## src/rtl/doa_peak_search.sv

```systemverilog
// DoA angle scan: steps the steering index, settles, captures, tracks peak power.
// Optional DOA_THRESHOLD_EN adds a threshold port that qualifies peak_found.
module doa_peak_search #(
  parameter int WORD_LENGTH_IN = 71,
  parameter int N_ANGLES       = 181,
  parameter int ANGLE_W        = 8,
  parameter int SETTLE_SAMPLES = 8
) (
  input  logic                      clk,
  input  logic                      rst,
  input  logic                      en,
  input  logic                      start,
  input  logic [WORD_LENGTH_IN-1:0] power_in,
  input  logic                      power_valid,
`ifdef DOA_THRESHOLD_EN
  input  logic [WORD_LENGTH_IN-1:0] threshold,
`endif
  output logic [ANGLE_W-1:0]        angle_idx,
  output logic                      busy,
  output logic                      done,
  output logic [ANGLE_W-1:0]        peak_angle,
  output logic [WORD_LENGTH_IN-1:0] peak_power,
  output logic                      peak_found
);

  localparam int CNT_W =
    (SETTLE_SAMPLES > 1) ? $clog2(SETTLE_SAMPLES) : 1;
  localparam int CNT_LAST_I =
    (SETTLE_SAMPLES > 0) ? SETTLE_SAMPLES - 1 : 0;
  localparam logic [CNT_W-1:0]   CNT_LAST   = CNT_W'(CNT_LAST_I);
  localparam logic [ANGLE_W-1:0] ANGLE_LAST = ANGLE_W'(N_ANGLES - 1);

  typedef enum logic [1:0] {
    IDLE,
    SETTLE,
    CAPTURE,
    FINISH
  } state_t;

  state_t                    state_q, state_d;
  logic [ANGLE_W-1:0]        angle_q, angle_d;
  logic [CNT_W-1:0]          cnt_q, cnt_d;
  logic [WORD_LENGTH_IN-1:0] best_pwr_q, best_pwr_d;
  logic [ANGLE_W-1:0]        best_idx_q, best_idx_d;
  logic                      first_q, first_d;
  logic                      busy_q, busy_d;
  logic                      done_q, done_d;
  logic [ANGLE_W-1:0]        pk_ang_q, pk_ang_d;
  logic [WORD_LENGTH_IN-1:0] pk_pwr_q, pk_pwr_d;
  logic                      pk_fnd_q, pk_fnd_d;
  logic                      found;

`ifdef DOA_THRESHOLD_EN
  logic [WORD_LENGTH_IN-1:0] thr_q, thr_d;
  assign found = best_pwr_q > thr_q;
`else
  assign found = 1'b1;
`endif

  always_comb begin
    state_d    = state_q;
    angle_d    = angle_q;
    cnt_d      = cnt_q;
    best_pwr_d = best_pwr_q;
    best_idx_d = best_idx_q;
    first_d    = first_q;
    busy_d     = busy_q;
    done_d     = 1'b0;
    pk_ang_d   = pk_ang_q;
    pk_pwr_d   = pk_pwr_q;
    pk_fnd_d   = pk_fnd_q;
`ifdef DOA_THRESHOLD_EN
    thr_d      = thr_q;
`endif
    unique case (state_q)
      IDLE: begin
        // done still high means FINISH just retired; skip that start
        if (start && !done_q) begin
          state_d    = SETTLE;
          angle_d    = '0;
          cnt_d      = '0;
          best_pwr_d = '0;
          best_idx_d = '0;
          first_d    = 1'b1;
          busy_d     = 1'b1;
`ifdef DOA_THRESHOLD_EN
          thr_d      = threshold;
`endif
        end
      end
      SETTLE: begin
        if (SETTLE_SAMPLES == 0) begin
          state_d = CAPTURE;
        end else if (power_valid) begin
          if (cnt_q == CNT_LAST) begin
            cnt_d   = '0;
            state_d = CAPTURE;
          end else begin
            cnt_d = cnt_q + CNT_W'(1);
          end
        end
      end
      CAPTURE: begin
        if (power_valid) begin
          if (first_q || (power_in > best_pwr_q)) begin
            best_pwr_d = power_in;
            best_idx_d = angle_q;
          end
          first_d = 1'b0;
          if (angle_q == ANGLE_LAST) begin
            state_d = FINISH;
          end else begin
            angle_d = angle_q + ANGLE_W'(1);
            cnt_d   = '0;
            state_d = SETTLE;
          end
        end
      end
      FINISH: begin
        pk_ang_d = best_idx_q;
        pk_pwr_d = best_pwr_q;
        pk_fnd_d = found;
        done_d   = 1'b1;
        busy_d   = 1'b0;
        state_d  = IDLE;
      end
      default: state_d = IDLE;
    endcase
  end

  always_ff @(posedge clk or negedge rst) begin
    if (!rst) begin
      state_q    <= IDLE;
      angle_q    <= '0;
      cnt_q      <= '0;
      best_pwr_q <= '0;
      best_idx_q <= '0;
      first_q    <= 1'b0;
      busy_q     <= 1'b0;
      done_q     <= 1'b0;
      pk_ang_q   <= '0;
      pk_pwr_q   <= '0;
      pk_fnd_q   <= 1'b0;
`ifdef DOA_THRESHOLD_EN
      thr_q      <= '0;
`endif
    end else if (en) begin
      state_q    <= state_d;
      angle_q    <= angle_d;
      cnt_q      <= cnt_d;
      best_pwr_q <= best_pwr_d;
      best_idx_q <= best_idx_d;
      first_q    <= first_d;
      busy_q     <= busy_d;
      done_q     <= done_d;
      pk_ang_q   <= pk_ang_d;
      pk_pwr_q   <= pk_pwr_d;
      pk_fnd_q   <= pk_fnd_d;
`ifdef DOA_THRESHOLD_EN
      thr_q      <= thr_d;
`endif
    end
  end

  assign angle_idx  = angle_q;
  assign busy       = busy_q;
  assign done       = done_q;
  assign peak_angle = pk_ang_q;
  assign peak_power = pk_pwr_q;
  assign peak_found = pk_fnd_q;

endmodule

```

## config.mk

```make
export PLATFORM = sky130hd
export DESIGN_NAME = doa_peak_search
export DESIGN_NICKNAME = d
export VERILOG_FILES = /design/src/rtl/doa_peak_search.sv
export SDC_FILE = /design/constraint.sdc
export NUM_CORES = 1
export LEC_CHECK = 0
export BUFFER_PORTS_ARGS = -buffer_cell sky130_fd_sc_hd__buf_4
export CAP_MARGIN = 20
export CORE_ASPECT_RATIO = 1.25
export CORE_MARGIN = 2
export CORE_UTILIZATION = 60
export DETAILED_ROUTE_END_ITERATION = 6
export GPL_TIMING_DRIVEN = 0
export PLACE_DENSITY = 0.9
export RECOVER_POWER = 25
export SLEW_MARGIN = 25
export SYNTH_ARGS = -nofsm -noshare
export SYNTH_HDL_FRONTEND = slang
export SYNTH_SLANG_ARGS = --single-unit
```

## constraint.sdc

```tcl
create_clock -name clk -period 5.1 [get_ports clk]
set_clock_uncertainty 0.05 [all_clocks]
set_input_delay 0.255 -clock clk [delete_from_list [all_inputs] [get_ports clk]]
set_output_delay 0.255 -clock clk [all_outputs]
set_load 0.05 [all_outputs]
```

==> results of run 1 <==
[cell families after synthesis]
logic type      after synthesis  synth area share [%]
xor+xnor                      5                 0.511
compound gates              158                  10.7
buf+inv                     113                  5.22
mux                          80                  9.47
simple gates                233                  12.1
fa+ha+maj                    75                  10.9
flops                       175                  51.1
[Yosys cell counts (2+ instances only)]
| library cell | instances |
|---|---|
| o21ai_0 | 92 |
| a21o_1 | 8 |
| ha_1 | 75 |
| nand4_1 | 14 |
| nor3_1 | 3 |
| nand3_1 | 11 |
| nand2b_1 | 5 |
| and4_1 | 3 |
| nor2_1 | 10 |
| buf_6 | 2 |
| a22o_1 | 11 |
| inv_1 | 78 |
| dfrtp_1 | 175 |
| a31o_2 | 2 |
| nand2_1 | 165 |
| a211oi_1 | 3 |
| nor4_1 | 4 |
| xor2_1 | 4 |
| buf_2 | 7 |
| clkbuf_1 | 26 |
| mux2_2 | 9 |
| or3_1 | 3 |
| mux2i_1 | 71 |
| nor3b_1 | 2 |
| and2_1 | 2 |
| a21oi_1 | 28 |
| nor2b_1 | 2 |
| nor4b_1 | 3 |
| a2111oi_0 | 2 |
| a221oi_1 | 3 |
[stage by stage]
| stage | utilization [%] | power, mW | cells | instance area, um2 |
|---|---|---|---|---|
| floorplan | - | 4.17 | 839 | 8570 |
| global placement | 72.3 | 4.97 | 1179 | 10000 |
| detailed placement | 72.8 | 5.11 | 1182 | 10100 |
| CTS | 77.2 | 6.43 | 1216 | 10700 |
| global route | 77.2 | 6.79 | 1216 | 10700 |
| finish | 77.2 | 6.42 | 1216 | 10700 |
[worst max-delay path, delay by kind of cell (launching register included)]
kind	cells	cell delay, ns
and+or+nand+nor	3	1.29
buffers and inverters	4	0.64
AOI/OAI and AO/OA	3	0.51
DFF	1	0.34
adders and majority gates	1	0.30
muxes	1	0.25
[where the power goes]
| group | internal (mW) | switching (mW) |
|---|---|---|
| Clock | 0.749 | 0.561 |
| Combinational | 0.937 | 2.00 |
| Sequential | 1.92 | 0.256 |
[area by class of cell]
type | count | area (um2)
fill | 898 | 3160
tap | 175 | 219
buffer | 35 | 155
timing repair buffer | 170 | 1320
clock inverter | 12 | 134
inverter | 78 | 293
clock buffer | 20 | 457
sequential | 175 | 4380
multi-input combinational | 551 | 3760
[sequential cells by signal, summed over array words and instances, names as in the netlist]
signal      cells
cnt_q           3
first_q         1
busy            1
peak_angle      8
angle_idx       8
done            1
best_pwr_q     71
peak_power     71
state_q         2
best_idx_q      8
peak_found      1
[routing by layer]
metal  vias up  track usage, %
met5         -               0
met4         0            12.6
met3        54            7.30
met2       209            48.5
met1      3340            33.4
li1       3252               -
[path summary, 6_finish.rpt]
kind | from | endpoint | slack (ns)
hold reg to reg | peak_found | peak_found | 0.43
setup reg to reg | best_pwr_q[25] | best_pwr_q[62] | 1.60
min in group asynchronous | rst | best_pwr_q[34] | 1.04
max in group asynchronous | rst | best_pwr_q[46] | 2.41
hold / removal | power_in[0] | best_pwr_q[0] | 0.01
setup / recovery | best_pwr_q[25] | best_pwr_q[62] | 1.60
==> results.py, run 1 <==
metrics = {
    "status": {
        "outcome": "finished, violations left",
        "violations": "max-capacitance violations, max-slew violations",
    },
    "critical_path": {
        "critPathKind": "reg -> reg",
        "required_ns": 5.39,
        "arrival_ns": 3.79,
        "cp_cell_sequence": "inv_1 > ha_1 > nand4_1 > nor4_1 > nor4b_1 > a31o_2 > a31o_1 > a31o_2 > buf_2 > buf_6 > buf_6 > mux2i_1",
        "slowest_delay_ns": 0.58,
        "r2r_cells": 12,
        "cp-end-kind": "register",
        "critPathLaunchType": "register",
        "crit_slowest_cell": "nor4b_1",
        "crit_fanout": 10,
    },
    "timing": {
        "worst_slew_pin_slew_ns": 2.40,
        "setup_viol": 0,
        "setup-tns-final_ns": 0,
        "hold_viol_final": 0,
        "max_freq_mhz": 286,
        "fin_hold_ws_ns": 0.0129,
        "fin_crit_sh_pct": 68.7,
        "worst_slack_ns": 1.60,
        "relSlewSlack_pct": -60.3,
        "rsz0062_at_grt": "false",
        "drv_slew": 44,
        "layout_min_cycle_time_ns": 3.50,
    },
    "clock_network": {
        "numCtsBuffers": 17,
        "h-tree-depth": 4,
        "clk_path_buf_depth": 2,
        "ctsHoldBuffers": 2,
        "root_buffer": "clkbuf_16",
        "worstSkewPairLatency_ns": 0.44,
        "cts_tree": "built",
        "cts_resized": 0,
        "clock_sinks": 175,
        "post-cts-setup-buffer-count": 0,
        "clk_pin_slew_ns": 0.07,
    },
    "synth": {
        "async_reset_ff_share_pct": 100,
        "synth_edf_count": 0,
        "synthCells": 839,
        "ys.warnings.count": 0,
        "synthDistinctLibCells": 46,
        "syn-cell-area_um2": 8570,
        "avgSynthCellArea_um2": 10.2,
        "synth-seq-cells": 175,
        "synth_ff_type": "dfrtp_1",
        "ys_seq_area_share_pct": 51.1,
        "syn_nets": 990,
        "synth.largest_area_cell": "dfrtp_1",
        "synth_area_leaders": "dfrtp_1 (51%), ha_1 (11%), mux2i_1 (8.3%)",
        "synth.top_cell.area_share_pct": 51.1,
    },
    "route": {
        "drtIter0Drc": 369,
        "wl_per_cell_um": 17.2,
        "route.detailed.drc": 0,
        "dr.pass1.iters": 7,
        "routedLengthMet1_um": 8130,
        "num_vias": 6855,
        "dr_wl_met2_um": 10700,
        "dr_wl_met3_um": 1460,
        "drt_wl_total_um": 21000,
        "top_layer": "met4",
        "ant_nets": 0,
        "vias_per_cell": 5.64,
    },
    "floorplanning": {
        "core_um2": 13900,
        "dieWidth_um": 111,
        "dieArea_um2": 15300,
        "rows": 48,
        "ios": 166,
        "die-height_um": 138,
        "start_util_pct": 61.8,
    },
    "power": {
        "powerDensity_nw_per_um2": 600,
        "ir_drop_v": 0.000423,
        "leakagePower_nw": 5.62,
    },
    "placed_design": {
        "port_buffers": 165,
        "dp_hpwl_um": 15600,
        "pre_cts_ws_ns": 1.66,
        "place.gp.congestion": 0.815,
    },
    "run": {
        "cap_viol_max_count": 1,
    },
    "layout": {
        "area_growth_pct": 24.9,
        "layout_common_cells": "dfrtp_1 (175), nand2_1 (165), buf_4 (164), o21ai_0 (92), inv_1 (78)",
        "num_antenna_cells": 0,
        "final_common_cell": "dfrtp_1",
        "drive_above_1_share_pct": 21.3,
        "nets": 1179,
    },
    "global_route": {
        "grt_pass1_vias": 7000,
        "grt_usage_pct": 28.1,
        "grt-ovfl-total": 0,
        "antenna_found_initial": 0,
        "grt_max_degree": 70,
        "grt_pass1_wl_um": 33900,
    },
    "worst_hold_path": {
        "holdPathStages": 2,
        "hold_path.class": "in -> reg",
    },
}
(Power assumes the default switching activity.)
==> run 2, diff against run 1 <==
Settings changed: CORE_UTILIZATION 60 to 56, PLACE_DENSITY 0.9 to 0.85.
Clock period 5.1 ns to 3.3 ns, I/O delays scaled along.
==> run 2 against run 1 <==
The run still ends with max-capacitance violations, max-slew violations left. Wire length up 9.6%. Clock-buffer cell count grew 2. Setup slack worse by 1.5 ns. Global-route usage increased by 1.5 points. Critical path depth unchanged. Sequential share of layout area is 2.8 points lower. Critical path type is now in -> reg.
==> results.py, run 2 (synthesized netlist as in run 1, its figures left out) <==
metrics = {
    "status": {
        "outcome": "finished, violations left",
        "violations": "max-capacitance violations, max-slew violations",
    },
    "critical_path": {
        "r2r_end": "best_pwr_q[18]",
        "path_delay_family": "buffers and inverters",
        "cp_cell_sequence": "dlygate4sd3_1 > buf_4 > ha_1 > nand4_4 > or4_4 > or3_1 > o22a_1 > a31o_1 > a31o_2 > buf_6 > buf_6 > mux2i_2",
        "arrival_ns": 3.50,
        "rrSetupSlack_ns": 0.14,
        "cp-end-kind": "register",
        "crit_fanout": 10,
        "critPathKind": "in -> reg",
        "r2r_cells": 10,
        "critPathLaunchType": "input pin",
        "cp_num_buf_inv": 4,
        "required_ns": 3.59,
        "slowest_delay_ns": 0.57,
        "crit_slowest_cell": "dlygate4sd3_1",
        "critPathMostFrequentCell": "buf_6",
        "worstReg2RegStart": "best_pwr_q[69]",
    },
    "layout": {
        "drive_above_1_share_pct": 18.9,
        "nets": 1252,
        "layout_common_cells": "dfrtp_1 (175), nand2_1 (165), buf_4 (147), o21ai_0 (92), inv_1 (78)",
        "area_growth_pct": 34.2,
        "fin_area_um2": 11500,
        "final_cells": 1296,
        "final_common_cell": "dfrtp_1",
        "num_antenna_cells": 0,
    },
    "route": {
        "route.detailed.drc": 0,
        "dr.pass1.iters": 5,
        "wl_per_cell_um": 17.7,
        "ant_nets": 0,
        "vias_per_cell": 5.56,
        "num_vias": 7205,
        "drtIter0Drc": 428,
        "drt_wl_total_um": 23000,
    },
    "worst_hold_path": {
        "hp-start": "start",
        "holdPathStages": 4,
        "hold_end": "angle_idx[4]",
        "hold_path.class": "in -> reg",
    },
    "placed_design": {
        "dp_hpwl_um": 15100,
        "dp_cells": 1189,
        "place.gp.congestion": 0.814,
        "placed_cell_area_um2": 10100,
        "port_buffers": 165,
    },
    "floorplanning": {
        "die-height_um": 142,
        "start_util_pct": 57.3,
        "ios": 166,
        "dieArea_um2": 16300,
        "dieWidth_um": 115,
        "core_um2": 15000,
        "rows": 50,
    },
    "clock_network": {
        "numCtsBuffers": 17,
        "root_buffer": "clkbuf_16",
        "h-tree-depth": 4,
        "clk_path_buf_depth": 2,
        "cts_tree": "built",
        "worstSkewPairLatency_ns": 0.43,
        "clock_sinks": 175,
        "clk_pin_slew_ns": 0.06,
    },
    "timing": {
        "max_freq_mhz": 312,
        "hold_viol_final": 0,
        "layout_min_cycle_time_ns": 3.21,
        "worst_slew_pin_slew_ns": 2.26,
        "setup_viol": 0,
        "drv_slew": 90,
        "fin_crit_sh_pct": 97.3,
        "relSlewSlack_pct": -51.0,
        "rsz0062_at_grt": "false",
        "fin_hold_ws_ns": 0.149,
    },
    "global_route": {
        "grt_usage_pct": 29.6,
        "grt-ovfl-total": 0,
        "grt_pass1_wl_um": 37600,
        "antenna_found_initial": 0,
        "grt_pass1_vias": 7686,
        "grt_max_degree": 91,
    },
    "power": {
        "powerDensity_nw_per_um2": 894,
        "switching_power_mw": 4.41,
        "combPwrFrac_pct": 44.8,
        "seqPwrFrac_pct": 32.9,
        "internal_power_mw": 5.88,
        "switching_share_pct": 42.9,
        "pwr-share-clk_pct": 22.3,
        "leakagePower_nw": 5.89,
        "ir_drop_v": 0.000683,
    },
    "run": {
        "cap_viol_max_count": 1,
    },
}
[run 2: cell count changes in the layout (fill, tap and decap cells not counted), sizes merged]
cell,previous run,this run
inv,80,78
clkinv,3,1
clkbuf,47,70
dlygate4sd3,2,73
bufinv,2,6
clkinvlp,5,3
buf,176,156
clkdlybuf4s25,0,1
[run 2: worst reg2reg max path, cell delays in order (launching register included)]
cell	delay, ns
dfrtp_1	0.37
inv_1	0.12
ha_4	0.23
a21oi_1	0.18
nand2_1	0.08
a2111oi_1	0.52
nor4b_2	0.42
a31o_1	0.20
a31o_2	0.23
buf_2	0.38
mux2i_1	0.28
[run 2: metrics by stage]
step | utilization (%) | power, mW | setup WS (ns) | TNS [ns]
final | 77.0 | 10.3 | 0.0904 | 0
after global routing | 77.0 | 10.9 | 0.00231 | 0
after CTS | 77.2 | 10.3 | 0.000189 | 0
after detailed placement | 67.6 | 7.88 | -0.184 | -9.71
after global placement | 67.1 | 7.70 | -0.661 | -9.64
after floorplan | - | 6.44 | 0.383 | 0
[run 2: metal layers]
layer / global-route usage [%] / part of all wire [%] / vias up
met5: 0 / 0 / -
met4: 12.1 / 2.9 / 0
met3: 4.90 / 4.4 / 47
met2: 52.7 / 53 / 226
met1: 35.3 / 39 / 3537
li1: - / - / 3395
[run 2: power by group through the flow]
stage | Sequential, mW | Clock (mW) | Combinational (mW)
3_3_place_gp | 3.37 | 0 | 4.33
5_1_grt | 3.47 | 2.38 | 5.01
3_5_place_dp | 3.40 | 0 | 4.47
6_report | 3.39 | 2.29 | 4.61
2_1_floorplan | 4.85 | 0 | 1.59
4_1_cts | 3.37 | 2.31 | 4.61
[run 2: how the worst max path moves through the flow]
stage | from | to | slack (ns) | cells past startpoint
after floorplan | best_pwr_q[69] | best_pwr_q[58] | 0.38 | 12
after global placement | best_pwr_q[26] | best_idx_q[5] | -0.66 | 8
after detailed placement | best_pwr_q[30] | best_pwr_q[45] | -0.18 | 11
after CTS | best_pwr_q[64] | best_pwr_q[65] | 0.0002 | 12
after global routing | power_in[70] | best_pwr_q[63] | 0.002 | 12
final | power_in[70] | best_pwr_q[63] | 0.09 | 12
[run 2: final cells by class]
type	count	area [um2]
well taps	182	228
clock buffers	22	464
repair buffers	244	1960
inverters	78	293
fillers	928	3450
plain buffers	34	153
multi-input cells	551	3820
clock inverters	10	208
flip-flops and latches	175	4380
[run 2: repair_timing]
action / 4_1_cts / 5_1_grt
gates cloned: 0 / 0
pin swaps: 0 / 2
setup endpoints to repair: 78 / 78
hold buffers: 73 / 0
endpoints found under the hold margin: 161 / 0
gates resized for setup: 4 / 8
setup buffers: 0 / 3
==> run 3, diff against run 2 <==
Settings changed: CTS_BUF_LIST from default to sky130_fd_sc_hd__clkbuf_8 sky130_fd_sc_hd__clkbuf_16.
==> run 3 against run 2 <==
Hold slack lost 0.0040 ns. Sequential share of layout area unchanged. Via count increased by 0.29%. The flow still finishes with violations (max-capacitance violations, max-slew violations). Sequential cell count unchanged. Global-route usage did not move. Highest routed layer unchanged. Utilization unchanged. Wire length about the same. Non-clock buffer count did not move. Largest cell class unchanged. First-iteration DRC count fell by 3.3%. Cell count is the same.
==> results.py, run 3 (synthesized netlist as in run 1, its figures left out) <==
metrics = {
    "status": {
        "outcome": "finished, violations left",
        "violations": "max-capacitance violations, max-slew violations",
    },
    "timing": {
        "fin_hold_ws_ns": 0.145,
        "max_freq_mhz": 311,
        "setup_viol": 0,
        "drv_slew": 90,
        "rsz0062_at_grt": "false",
        "setup-tns-final_ns": 0,
        "relSlewSlack_pct": -50.2,
        "worst_slew_pin_slew_ns": 2.25,
        "layout_min_cycle_time_ns": 3.21,
        "fin_crit_sh_pct": 97.3,
        "hold_viol_final": 0,
    },
    "critical_path": {
        "critical_path_depth": 12,
        "slowest_delay_ns": 0.57,
        "arrival_ns": 3.51,
        "crit_fanout": 10,
        "r2r_cells": 10,
        "worstReg2RegStart": "best_pwr_q[69]",
        "startpoint": "power_in[70]",
        "critPathMostFrequentCell": "buf_6",
        "critPathKind": "in -> reg",
        "path_delay_family": "buffers and inverters",
        "crit_slowest_cell": "dlygate4sd3_1",
        "required_ns": 3.60,
        "cp_cell_sequence": "dlygate4sd3_1 > buf_4 > ha_1 > nand4_4 > or4_4 > or3_1 > o22a_1 > a31o_1 > a31o_2 > buf_6 > buf_6 > mux2i_2",
        "cp_num_buf_inv": 4,
        "cp-end-kind": "register",
        "critPathLaunchType": "input pin",
    },
    "route": {
        "vias_per_cell": 5.58,
        "ant_nets": 0,
        "drtIter0Drc": 414,
        "dr.pass1.iters": 5,
        "route.detailed.drc": 0,
        "drt_wl_total_um": 23000,
        "num_vias": 7226,
        "wl_per_cell_um": 17.7,
    },
    "floorplanning": {
        "core_um2": 15000,
        "start_util_pct": 57.3,
        "ios": 166,
        "rows": 50,
        "die-height_um": 142,
        "dieArea_um2": 16300,
        "dieWidth_um": 115,
    },
    "clock_network": {
        "worstSkewPairLatency_ns": 0.44,
        "cts_tree": "built",
        "h-tree-depth": 4,
        "clock_sinks": 175,
        "clk_path_buf_depth": 2,
        "root_buffer": "clkbuf_16",
        "numCtsBuffers": 17,
        "clk_pin_slew_ns": 0.06,
    },
    "power": {
        "powerDensity_nw_per_um2": 894,
        "combPwrFrac_pct": 44.9,
        "internal_power_mw": 5.87,
        "seqPwrFrac_pct": 32.9,
        "pwr-share-clk_pct": 22.2,
        "ir_drop_v": 0.000683,
        "leakagePower_nw": 5.90,
        "switching_share_pct": 42.9,
        "switching_power_mw": 4.41,
    },
    "global_route": {
        "grt_usage_pct": 29.6,
        "grt_pass1_wl_um": 37600,
        "antenna_found_initial": 0,
        "grt_pass1_vias": 7686,
        "grt_max_degree": 91,
        "grt-ovfl-total": 0,
    },
    "layout": {
        "nets": 1252,
        "finalCoreUtilization_pct": 77.0,
        "area_growth_pct": 34.2,
        "drive_above_1_share_pct": 18.9,
        "layout_common_cells": "dfrtp_1 (175), nand2_1 (165), buf_4 (147), o21ai_0 (92), inv_1 (81)",
        "final_common_cell": "dfrtp_1",
        "num_antenna_cells": 0,
    },
    "worst_hold_path": {
        "hold_path.class": "in -> reg",
        "holdPathStages": 4,
        "hp-start": "start",
    },
    "placed_design": {
        "dp_hpwl_um": 15100,
        "place.gp.congestion": 0.814,
        "port_buffers": 165,
    },
    "run": {
        "cap_viol_max_count": 1,
    },
}
==> run 3: cell type report <==
type	count	area [um2]
clock inverter	13	219
sequential	175	4380
buffer	34	153
fill	928	3450
clock buffer	19	453
multi-input combinational	551	3820
tap	182	228
timing repair buffer	244	1960
inverter	78	293
==> run 3: repair_timing <==
item	in CTS	in global routing
pin swaps	0	2
setup buffers	0	3
hold buffers	73	0
endpoints found under the setup margin	78	78
gates cloned	0	0
gates resized for setup	4	8
hold endpoints to repair	161	0
==> run 3: metrics by stage <==
stage          total power, mW  std cells  area [um2]  setup slack (ns)
2_1_floorplan             6.44        839        8570             0.383
3_3_place_gp              7.70       1186       10000            -0.661
3_5_place_dp              7.88       1189       10100            -0.184
4_1_cts                   10.3       1294       11500          0.000132
5_1_grt                   10.9       1296       11500           0.00241
6_report                  10.3       1296       11500            0.0892
==> run 3: final timing paths <==
path                             endpoint  slack [ns]
setup / recovery           best_pwr_q[63]        0.09
hold / removal               angle_idx[4]        0.15
setup reg to reg           best_pwr_q[18]        0.14
hold reg to reg             peak_power[1]        0.43
max in group asynchronous  best_pwr_q[28]        0.72
min in group asynchronous  peak_power[50]        1.14
==> run 3: worst reg2reg max path, cell delays in order (launching register included) <==
cell	delay [ns]
dfrtp_1	0.37
inv_1	0.12
ha_4	0.23
a21oi_1	0.18
nand2_1	0.08
a2111oi_1	0.53
nor4b_2	0.42
a31o_1	0.20
a31o_2	0.23
buf_2	0.38
mux2i_1	0.28
==> run 3: power groups by stage <==
stage / Sequential [mW] / Combinational [mW] / Clock [mW]
2_1_floorplan: 4.85 / 1.59 / 0
3_3_place_gp: 3.37 / 4.33 / 0
3_5_place_dp: 3.40 / 4.47 / 0
4_1_cts: 3.37 / 4.61 / 2.30
5_1_grt: 3.47 / 5.01 / 2.37
6_report: 3.39 / 4.61 / 2.28
==> run 3: routing by layer <==
metal | track usage (%) | share of wire (%)
met1 | 35.3 | 39
met2 | 52.7 | 53
met3 | 4.90 | 4.5
met4 | 12.1 | 2.9
met5 | 0 | 0
